===== src/rtl/uart_port_scheduler_pkg.sv =====
// Shared constants and state encoding for the UART port scheduler.
// Register offsets, status bit positions and the sequencer state type.
package uart_port_scheduler_pkg;

  localparam logic [7:0] UART_CTRL_OFS = 8'd0;
  localparam logic [7:0] UART_BUF_OFS  = 8'd1;
  localparam int         STAT_RX_FULL  = 0;
  localparam int         STAT_TX_EMPTY = 1;

  typedef enum logic [2:0] {
    S_IDLE       = 3'd0,
    S_POLL_ISSUE = 3'd1,
    S_POLL_WAIT  = 3'd2,
    S_RX_ISSUE   = 3'd3,
    S_RX_WAIT    = 3'd4,
    S_TX_WRITE   = 3'd5
  } state_t;

endpackage


===== src/rtl/uart_port_scheduler_if.sv =====
// Bus bundle between the scheduler, its TX requesters, its RX consumer and the UART.
// The master modport is the scheduler's view; slave is the surrounding environment.
interface uart_port_scheduler_if #(
  parameter int NUM_REQ = 4
);
  logic                   en;
  logic [NUM_REQ-1:0]     req_valid;
  logic [8*NUM_REQ-1:0]   req_data;
  logic [NUM_REQ-1:0]     req_ready;
  logic [7:0]             rx_data;
  logic                   rx_valid;
  logic                   rx_ready;
  logic [7:0]             uart_address;
  logic [7:0]             uart_din;
  logic                   uart_w_en;
  logic                   uart_r_en;
  logic [7:0]             uart_dout;
  logic [1:0]             grant_id;
  logic                   busy;

  modport master (
    input  en, req_valid, req_data, rx_ready, uart_dout,
    output req_ready, rx_data, rx_valid, uart_address, uart_din,
           uart_w_en, uart_r_en, grant_id, busy
  );

  modport slave (
    output en, req_valid, req_data, rx_ready, uart_dout,
    input  req_ready, rx_data, rx_valid, uart_address, uart_din,
           uart_w_en, uart_r_en, grant_id, busy
  );
endinterface


===== src/rtl/uart_port_scheduler_rr_arbiter.sv =====
// Round-robin arbiter: searches upward from the pointer, wrapping modulo NUM_REQ.
// The pointer moves past the winner only when the caller strobes i_advance.
module uart_port_scheduler_rr_arbiter #(
  parameter int NUM_REQ = 4
) (
  input  logic               clk,
  input  logic               rst_n,
  input  logic [NUM_REQ-1:0] i_req,
  input  logic               i_advance,
  output logic [NUM_REQ-1:0] o_grant,
  output logic [1:0]         o_idx,
  output logic               o_any
);

  logic [1:0] r_ptr;
  logic [3:0] w_req4;
  logic [2:0] w_sum;
  logic [1:0] w_pos;
  logic [1:0] w_idx;
  logic       w_found;

  assign w_req4 = 4'(i_req);

  always_comb begin
    w_found = 1'b0;
    w_idx   = 2'd0;
    w_sum   = 3'd0;
    w_pos   = 2'd0;
    for (int k = 0; k < NUM_REQ; k++) begin
      // ptr and k are both below NUM_REQ, so one conditional subtract wraps
      w_sum = {1'b0, r_ptr} + 3'(k);
      w_pos = (w_sum >= 3'(NUM_REQ)) ? 2'(w_sum - 3'(NUM_REQ)) : w_sum[1:0];
      if (!w_found && w_req4[w_pos]) begin
        w_found = 1'b1;
        w_idx   = w_pos;
      end
    end
  end

  for (genvar gi = 0; gi < NUM_REQ; gi++) begin : g_grant
    assign o_grant[gi] = w_found && (w_idx == 2'(gi));
  end

  assign o_idx = w_idx;
  assign o_any = w_found;

  always_ff @(posedge clk or negedge rst_n) begin
    if (!rst_n) begin
      r_ptr <= 2'd0;
    end else if (i_advance && w_found) begin
      r_ptr <= (w_idx == 2'(NUM_REQ - 1)) ? 2'd0 : w_idx + 2'd1;
    end
  end

endmodule


===== src/rtl/uart_port_scheduler.sv =====
// Sequencer owning the UART bus: polls status, drains RX bytes into a one-entry stream,
// and hands the transmitter to requesters in round-robin order.
module uart_port_scheduler #(
  parameter logic [7:0] UART_ADDRESS = 8'h00,
  parameter int         NUM_REQ      = 4
) (
  input  logic                  clk,
  input  logic                  rst_n,
  uart_port_scheduler_if.master bus
);
  import uart_port_scheduler_pkg::*;

  state_t             r_state;
  state_t             w_state_next;
  logic [7:0]         r_tx_hold;
  logic [7:0]         r_rx_data;
  logic               r_rx_valid;
  logic [1:0]         r_grant_id;
  logic               w_advance;
  logic [NUM_REQ-1:0] w_grant;
  logic [1:0]         w_idx;
  logic               w_any;
  logic [7:0]         w_req_byte [NUM_REQ];

  for (genvar gi = 0; gi < NUM_REQ; gi++) begin : g_req_byte
    assign w_req_byte[gi] = bus.req_data[8*gi +: 8];
  end

  uart_port_scheduler_rr_arbiter #(
    .NUM_REQ (NUM_REQ)
  ) u_arb (
    .clk       (clk),
    .rst_n     (rst_n),
    .i_req     (bus.req_valid),
    .i_advance (w_advance),
    .o_grant   (w_grant),
    .o_idx     (w_idx),
    .o_any     (w_any)
  );

  always_comb begin
    w_state_next = r_state;
    w_advance    = 1'b0;
    case (r_state)
      S_IDLE:       if (bus.en) w_state_next = S_POLL_ISSUE;
      S_POLL_ISSUE: w_state_next = S_POLL_WAIT;
      S_POLL_WAIT: begin
        // Dropping en parks here: no RX read or TX grant is started after the poll
        if (!bus.en) begin
          w_state_next = S_IDLE;
        end else if (bus.uart_dout[STAT_RX_FULL] && !r_rx_valid) begin
          w_state_next = S_RX_ISSUE;
        end else if (bus.uart_dout[STAT_TX_EMPTY] && w_any) begin
          w_advance    = 1'b1;
          w_state_next = S_TX_WRITE;
        end else begin
          w_state_next = S_POLL_ISSUE;
        end
      end
      S_RX_ISSUE:   w_state_next = S_RX_WAIT;
      S_RX_WAIT:    w_state_next = bus.en ? S_POLL_ISSUE : S_IDLE;
      S_TX_WRITE:   w_state_next = bus.en ? S_POLL_ISSUE : S_IDLE;
      default:      w_state_next = S_IDLE;
    endcase
  end

  always_ff @(posedge clk or negedge rst_n) begin
    if (!rst_n) begin
      r_state    <= S_IDLE;
      r_tx_hold  <= 8'h00;
      r_rx_data  <= 8'h00;
      r_rx_valid <= 1'b0;
      r_grant_id <= 2'd0;
    end else begin
      r_state <= w_state_next;
      if (w_advance) begin
        r_tx_hold  <= w_req_byte[w_idx];
        r_grant_id <= w_idx;
      end
      if (r_state == S_RX_WAIT) begin
        r_rx_data  <= bus.uart_dout;
        r_rx_valid <= 1'b1;
      end else if (r_rx_valid && bus.rx_ready) begin
        r_rx_valid <= 1'b0;
      end
    end
  end

  assign bus.uart_r_en    = (r_state == S_POLL_ISSUE) || (r_state == S_RX_ISSUE);
  assign bus.uart_w_en    = (r_state == S_TX_WRITE);
  assign bus.uart_address = ((r_state == S_RX_ISSUE) || (r_state == S_TX_WRITE))
                            ? UART_ADDRESS + UART_BUF_OFS : UART_ADDRESS + UART_CTRL_OFS;
  assign bus.uart_din     = (r_state == S_TX_WRITE) ? r_tx_hold : 8'h00;
  assign bus.req_ready    = w_advance ? w_grant : '0;
  assign bus.rx_data      = r_rx_data;
  assign bus.rx_valid     = r_rx_valid;
  assign bus.grant_id     = r_grant_id;
  assign bus.busy         = (r_state != S_IDLE);

endmodule


===== src/flat_wrapper.sv =====
// flat-port wrapper written by rule: the top's interface ports become plain ports
module uart_port_scheduler_flat import uart_port_scheduler_pkg::*;
#(
  parameter logic [7:0] UART_ADDRESS = 8'h00,
  parameter int         NUM_REQ      = 4
)
  (clk, rst_n, bus_en, bus_req_valid, bus_req_data, bus_rx_ready, bus_uart_dout, bus_req_ready, bus_rx_data, bus_rx_valid, bus_uart_address, bus_uart_din, bus_uart_w_en, bus_uart_r_en, bus_grant_id, bus_busy);
  uart_port_scheduler_if #(.NUM_REQ(NUM_REQ)) bus_i ();
  input  logic clk;
  input  logic rst_n;
  input wire logic [$bits(bus_i.en)-1:0] bus_en;
  input wire logic [$bits(bus_i.req_valid)-1:0] bus_req_valid;
  input wire logic [$bits(bus_i.req_data)-1:0] bus_req_data;
  input wire logic [$bits(bus_i.rx_ready)-1:0] bus_rx_ready;
  input wire logic [$bits(bus_i.uart_dout)-1:0] bus_uart_dout;
  output wire logic [$bits(bus_i.req_ready)-1:0] bus_req_ready;
  output wire logic [$bits(bus_i.rx_data)-1:0] bus_rx_data;
  output wire logic [$bits(bus_i.rx_valid)-1:0] bus_rx_valid;
  output wire logic [$bits(bus_i.uart_address)-1:0] bus_uart_address;
  output wire logic [$bits(bus_i.uart_din)-1:0] bus_uart_din;
  output wire logic [$bits(bus_i.uart_w_en)-1:0] bus_uart_w_en;
  output wire logic [$bits(bus_i.uart_r_en)-1:0] bus_uart_r_en;
  output wire logic [$bits(bus_i.grant_id)-1:0] bus_grant_id;
  output wire logic [$bits(bus_i.busy)-1:0] bus_busy;
  assign bus_i.en = bus_en;
  assign bus_i.req_valid = bus_req_valid;
  assign bus_i.req_data = bus_req_data;
  assign bus_i.rx_ready = bus_rx_ready;
  assign bus_i.uart_dout = bus_uart_dout;
  assign bus_req_ready = bus_i.req_ready;
  assign bus_rx_data = bus_i.rx_data;
  assign bus_rx_valid = bus_i.rx_valid;
  assign bus_uart_address = bus_i.uart_address;
  assign bus_uart_din = bus_i.uart_din;
  assign bus_uart_w_en = bus_i.uart_w_en;
  assign bus_uart_r_en = bus_i.uart_r_en;
  assign bus_grant_id = bus_i.grant_id;
  assign bus_busy = bus_i.busy;
  uart_port_scheduler #(.UART_ADDRESS(UART_ADDRESS), .NUM_REQ(NUM_REQ)) u_core (.clk(clk), .rst_n(rst_n), .bus(bus_i));
endmodule

===== config.mk =====
export PLATFORM = sky130hd
export DESIGN_NAME = uart_port_scheduler_flat
export DESIGN_NICKNAME = d
export VERILOG_FILES = /design/src/rtl/uart_port_scheduler_pkg.sv /design/src/rtl/uart_port_scheduler_if.sv /design/src/rtl/uart_port_scheduler_rr_arbiter.sv /design/src/rtl/uart_port_scheduler.sv /design/src/flat_wrapper.sv
export SDC_FILE = /design/constraint.sdc
export NUM_CORES = 1
export LEC_CHECK = 0
export BUFFER_PORTS_ARGS = -buffer_cell sky130_fd_sc_hd__buf_2
export CORE_MARGIN = 1
export CORE_UTILIZATION = 30
export DETAILED_ROUTE_END_ITERATION = 16
export SETUP_SLACK_MARGIN = 0.02
export SLEW_MARGIN = 40
export SYNTH_ARGS = -nofsm -noshare
export SYNTH_HDL_FRONTEND = slang
export SYNTH_SLANG_ARGS = --single-unit

===== constraint.sdc =====
create_clock -name clk -period 2.4 [get_ports clk]
set_input_delay 0.24 -clock clk [delete_from_list [all_inputs] [get_ports clk]]
set_output_delay 0.24 -clock clk [all_outputs]
set_load 0.005 [all_outputs]

# == Word-level counts from Yosys, hierarchy flattened ==
# Cells that the tools add are included.
# totals
register_bits,24
output_inout_bits,34
wordCells,94
# op_classes
n_eq_ne,9
addsub,8
order_cmp,9
n_bitwise,1
reduce_logical,22
muxes,39
# op_table
operator,n
two-way mux 8 bit,3
two-way mux 2 bit,9
binary-select mux 8 bit (select 2 bit),1
two-way mux 1 bit,16
case mux 3 bit (5 select lines),1
>= comparator 3 bit (second input constant),4
< comparator 2 x 3 -> 1 bit (second input constant),4
two-way mux 3 bit,4
logical AND 1 bit,11
binary-select mux 1 bit (select 2 bit),4
subtractor 2 x 1 -> 2 bit (second input constant),4
adder 2 x 2 -> 3 bit (second input constant),2
== test 3 x 2 -> 1 bit (second input constant),2
== test 3 bit (second input constant),2
== test 2 bit (second input constant),2
zero test 1 bit,4
two-way mux 4 bit,1
adder 2 x 1 -> 3 bit (second input constant),1
== test 3 x 1 -> 1 bit (second input constant),1
>= comparator 2 x 3 -> 1 bit (second input constant),1
zero test 3 bit,1
NOT 2 -> 3 bit,1
nonzero test 3 bit,1
adder 2 x 1 -> 2 bit (second input constant),1
other kinds (6),7

# == Longest topological paths before layout ==
# depth
word_depth,20
ltp_mapped,9
mapped_depth_nobuf,7

# == Cells and area by module ==
# From an unflattened synthesis, not the netlist that was laid out.
# unflattened
cells_unflattened,123
area_unflattened_um2,1531.5
# by_module_without_submodules
mod,cells_each,seq_area_each_um2,n_inst,area_per_inst_um2
uart_port_scheduler,93,550.5,1,1268.7
uart_port_scheduler_rr_arbiter,30,50.0,1,262.8

# == Worst setup path before layout ==
# Ideal clock, no wire load.
# synth_timing
path_type,register to output
from,reg u_core.u_arb.r_ptr[1]
to,out bus_req_ready[0]
t_required_ns,2.160
t_arrival_ns,1.577
path_slack_ns,0.583
path_stages_with_launch,8
cell_sequence,dfrtp_1 nor2b_1 a22o_1 a211o_1 buf_6 buf_12 ha_1 and2_1
# synth_via
elab_chain_cells,20
word_cells_on_any_way,45
# synth_lines
item,line,source
"start, declared",uart_port_scheduler_rr_arbiter.sv:15,logic [1:0] r_ptr;
"start signal, assigned",uart_port_scheduler_rr_arbiter.sv:51,r_ptr <= (w_idx == 2'(NUM_REQ - 1)) ? 2'd0 : w_idx + 2'd1;
"parallel branches: the longest is 19 deep, another holds adder 2 x 1 -> 3 bit",-,
two-way mux 4 bit *,uart_port_scheduler.sv:94,assign bus.req_ready = w_advance ? w_grant : '0;
"end, declared",flat_wrapper.sv:16,output wire logic [$bits(bus_i.req_ready)-1:0] bus_req_ready;
# Mark *: on every way between the ends. The select of a mux whose other input is x is not followed.

# == Worst setup path in the final report ==
# layout_timing
from,reg u_core.u_arb.r_ptr[1]
to,out bus_req_ready[1]
# Same word-level chain as after synthesis.

==> reports/qor.yml <==
status:
  status: "finished with violations"
  failed_checks: "design-rule violations"
worst_setup_path:
  critPathSlowestCell: "dfrtp_1"
  crit_path_max_incr_delay_ns: 0.42
  r2r-start: "u_core.r_state[2]$_DFFE_PN0P_"
  path_depth: 6
  crit_end: "bus_req_ready[1]"
  ff2ff_path_depth: 4
  cp_max_fo: 6
  startpoint: "u_core.u_arb.r_ptr[1]$_DFFE_PN0P_"
  cp_top_family: "compound AO/OA/AOI/OAI gates"
  crit_arrival_ns: 1.82
  path_class: "reg -> out"
  critPathBufInv: 1
  r2r-end: "u_core.r_tx_hold[0]$_DFFE_PN0P_"
  end_kind: "primary output"
  startpoint_type: "flop"
  crit_required_ns: 2.16
  r2r_slack_ns: 0.53
  cp_cell_sequence: "nor2b_1 -> a22o_1 -> a211o_1 -> ha_1 -> and2_1 -> buf_2"
detailed_routing:
  routed_via_density: 4.699
  ant_nets: 0
  num_vias: 1264
  dr.pass1.iters: 10
  post_drt_wl_per_cell_um: 12.76
  drcViolationCount: 4
  wl_um: 3433
  drt_iter0_drc: 51
synthesis:
  yosys_warnings: 0
  avgSynthCellArea_um2: 10.03
  synth_edf_count: 0
  synthCells: 144
  async_reset_ff_frac: 1.000
  ys_types: 32
  ys_seq_area_frac: 0.4159
  ys_ff_latch: 24
  synth_area_mm2: 0.001444
  dominantRegCellSynth: "dfrtp_1"
global_route:
  grt_remaining_overflow: 0
  grt_pass1_wl_um: 5685
  track_usage: 0.1409
  antenna_found_initial: 0
  grt_max_degree: 25
  first_global_vias: 1235
place:
  place_hpwl_um: 2708
  numPortBuffers: 74
  dp.cells: 264
  globalplace.congestion: 0.7091
pwr:
  p_int_mw: 1.106
  swShare: 0.3178
  power_mw: 1.621
  p_comb_frac: 0.363
  clkPwrFrac: 0.216
  p_switching_mw: 0.5150
  p_per_area_mw_per_mm2: 855.5
  p_leak_nw: 1.109
  seqPwrFrac: 0.420
  irDropWorstVdd_mv: 0.3263
clock_network:
  numCtsBuffers: 3
  clkTransAtPathRegs_ns: 0.09
  cts_tree: "yes"
  htreeDepth: 1
  clkLatencyLatePin_ns: 0.26
  cts.sinks: 24
  cts_root_buf: "clkbuf_8"
  cts_buffer_depth: 2
job:
  maxCapViolations: 0
layout:
  syn2layout_area_growth_pct: 31.20
  multiInputGateArea_um2: 747.0
  stdcell_count: 269
  antenna_cells: 0
  fin_nets: 270
  drive_gt1_frac: 0.3825
  seq_area_um2: 600.6
  fillers: 473
die:
  core-area_mm2: 0.004474
  design.portCount: 82
  die_area_mm2: 0.005094
  initial_core_util: 0.3227
  fp.dieH_um: 71.38
  fp-row-count: 24
  die_w_um: 71.38
hold_path:
  hp-class: "in -> reg"
sta:
  max-slew-margin-rel: 0.6406
  slew_viol_final: 0
  max_freq_mhz: 485.8
  min_period_ns: 2.059
  fin_tns_setup_ns: 0
  grt_setup_unrepaired: "false"
  finalHoldViolations: 0
  setup_violations: 0
  clock_skew_ns: 0.005724
  period_share: 0.8578
  tightest_slew_ns: 0.5391
[stage by stage]
stage | hold WS (ns) | setup WS, ns | cell area [um^2] | util
2_1_floorplan | -0.05559 | 0.5835 | 1466 | -
3_3_place_gp | 0.2615 | 0.5788 | 1813 | 0.4052
3_5_place_dp | 0.2622 | 0.5532 | 1813 | 0.4052
4_1_cts | 0.1851 | 0.3392 | 1894 | 0.4234
5_1_grt | 0.1853 | 0.2674 | 1894 | 0.4234
6_report | 0.1867 | 0.3414 | 1894 | 0.4234
[flip-flops by register name (all words and copies together) (netlist names)]
register	count
u_core.u_arb.r_ptr	2
u_core.bus.rx_valid	1
u_core.r_state	3
u_core.bus.grant_id	2
u_core.bus.rx_data	8
u_core.r_tx_hold	8
[final cells by class]
type / instances / share of cell area
timing repair buffer: 77 / 0.2087
clock buffer: 3 / 0.02180
clock inverter: 1 / 0.01585
tap: 52 / 0.03435
sequential: 24 / 0.3170
inverter: 4 / 0.007926
multi-input combinational: 108 / 0.3943
[Yosys cell counts, types with 2 or more instances]
master     n  area [um^2]
and3_1     9        56.30
nand2_1   23        86.33
dfrtp_1   24        600.6
inv_1      3        11.26
clkbuf_1   4        15.01
o221ai_1   8        70.07
nor2_1     6        22.52
and2_1     7        43.79
mux2i_1   16        160.2
ha_1       4        50.05
nor2b_1    4        25.02
o21ai_1    2        10.01
mux2_1     8        90.09
buf_4      7        52.55
a21o_1     2        15.01
[metal layers]
metal,share of wire,vias up,global-route usage
met4,0.0073,0,0.03333
met1,0.47,569,0.1883
met2,0.45,62,0.2339
met5,0,-,0
li1,-,631,-
met3,0.080,2,0.02954
[cell families after synthesis]
logic type                 count (synthesis)  synth area share
DFF                                       24            0.4159
other                                      1          0.002597
AOI/OAI and AO/OA                         18           0.09705
adders and majority gates                  4           0.03466
buffers and inverters                     18           0.08231
xor gates and xnor gates                   1          0.006067
and+or+nand+nor                           54            0.1880
muxes                                     24            0.1733
[timing repair]
action / 4_1_cts / 5_1_grt
hold buffers: 1 / 0
setup endpoints to repair: 0 / 0
hold endpoints to repair: 24 / 0
resized for setup: 0 / 0
setup buffers: 0 / 0
[cells in the final DEF (no fill, tap or decap), types with 2 or more instances in the layout]
cell and count:
inv_1 3, nor2_1 6, mux2i_1 16, and3_1 9, mux2_1 8, a21o_1 2
and2_1 7, clkbuf_8 3, nor2b_1 4, nand2_1 23, o21ai_1 2, buf_2 74
conb_1 7, buf_4 2, o221ai_1 8, ha_1 4, dfrtp_1 24
[how the worst min path moves through the flow]
stage,from,end,slack (ns),depth (start not counted)
3_3_place_gp,rst_n,u_core.bus.rx_data[4]$_DFFE_PN0P_,0.26,1
2_1_floorplan,rst_n,u_core.bus.grant_id[0]$_DFFE_PN0P_,-0.06,0
5_1_grt,bus_uart_dout[7],u_core.bus.rx_data[7]$_DFFE_PN0P_,0.19,2
3_5_place_dp,rst_n,u_core.bus.rx_data[4]$_DFFE_PN0P_,0.26,1
4_1_cts,bus_uart_dout[7],u_core.bus.rx_data[7]$_DFFE_PN0P_,0.19,2
6_report,bus_uart_dout[7],u_core.bus.rx_data[7]$_DFFE_PN0P_,0.19,2
[power groups by stage]
stage	registers, mW	clock network (mW)	logic [mW]
detailed placement	0.691	0	0.593
global route	0.709	0.376	0.664
finish	0.681	0.350	0.589
global placement	0.681	0	0.593
CTS	0.683	0.358	0.597
floorplan	0.670	0	0.417
No activity file was read; power rests on OpenSTA's default activity.
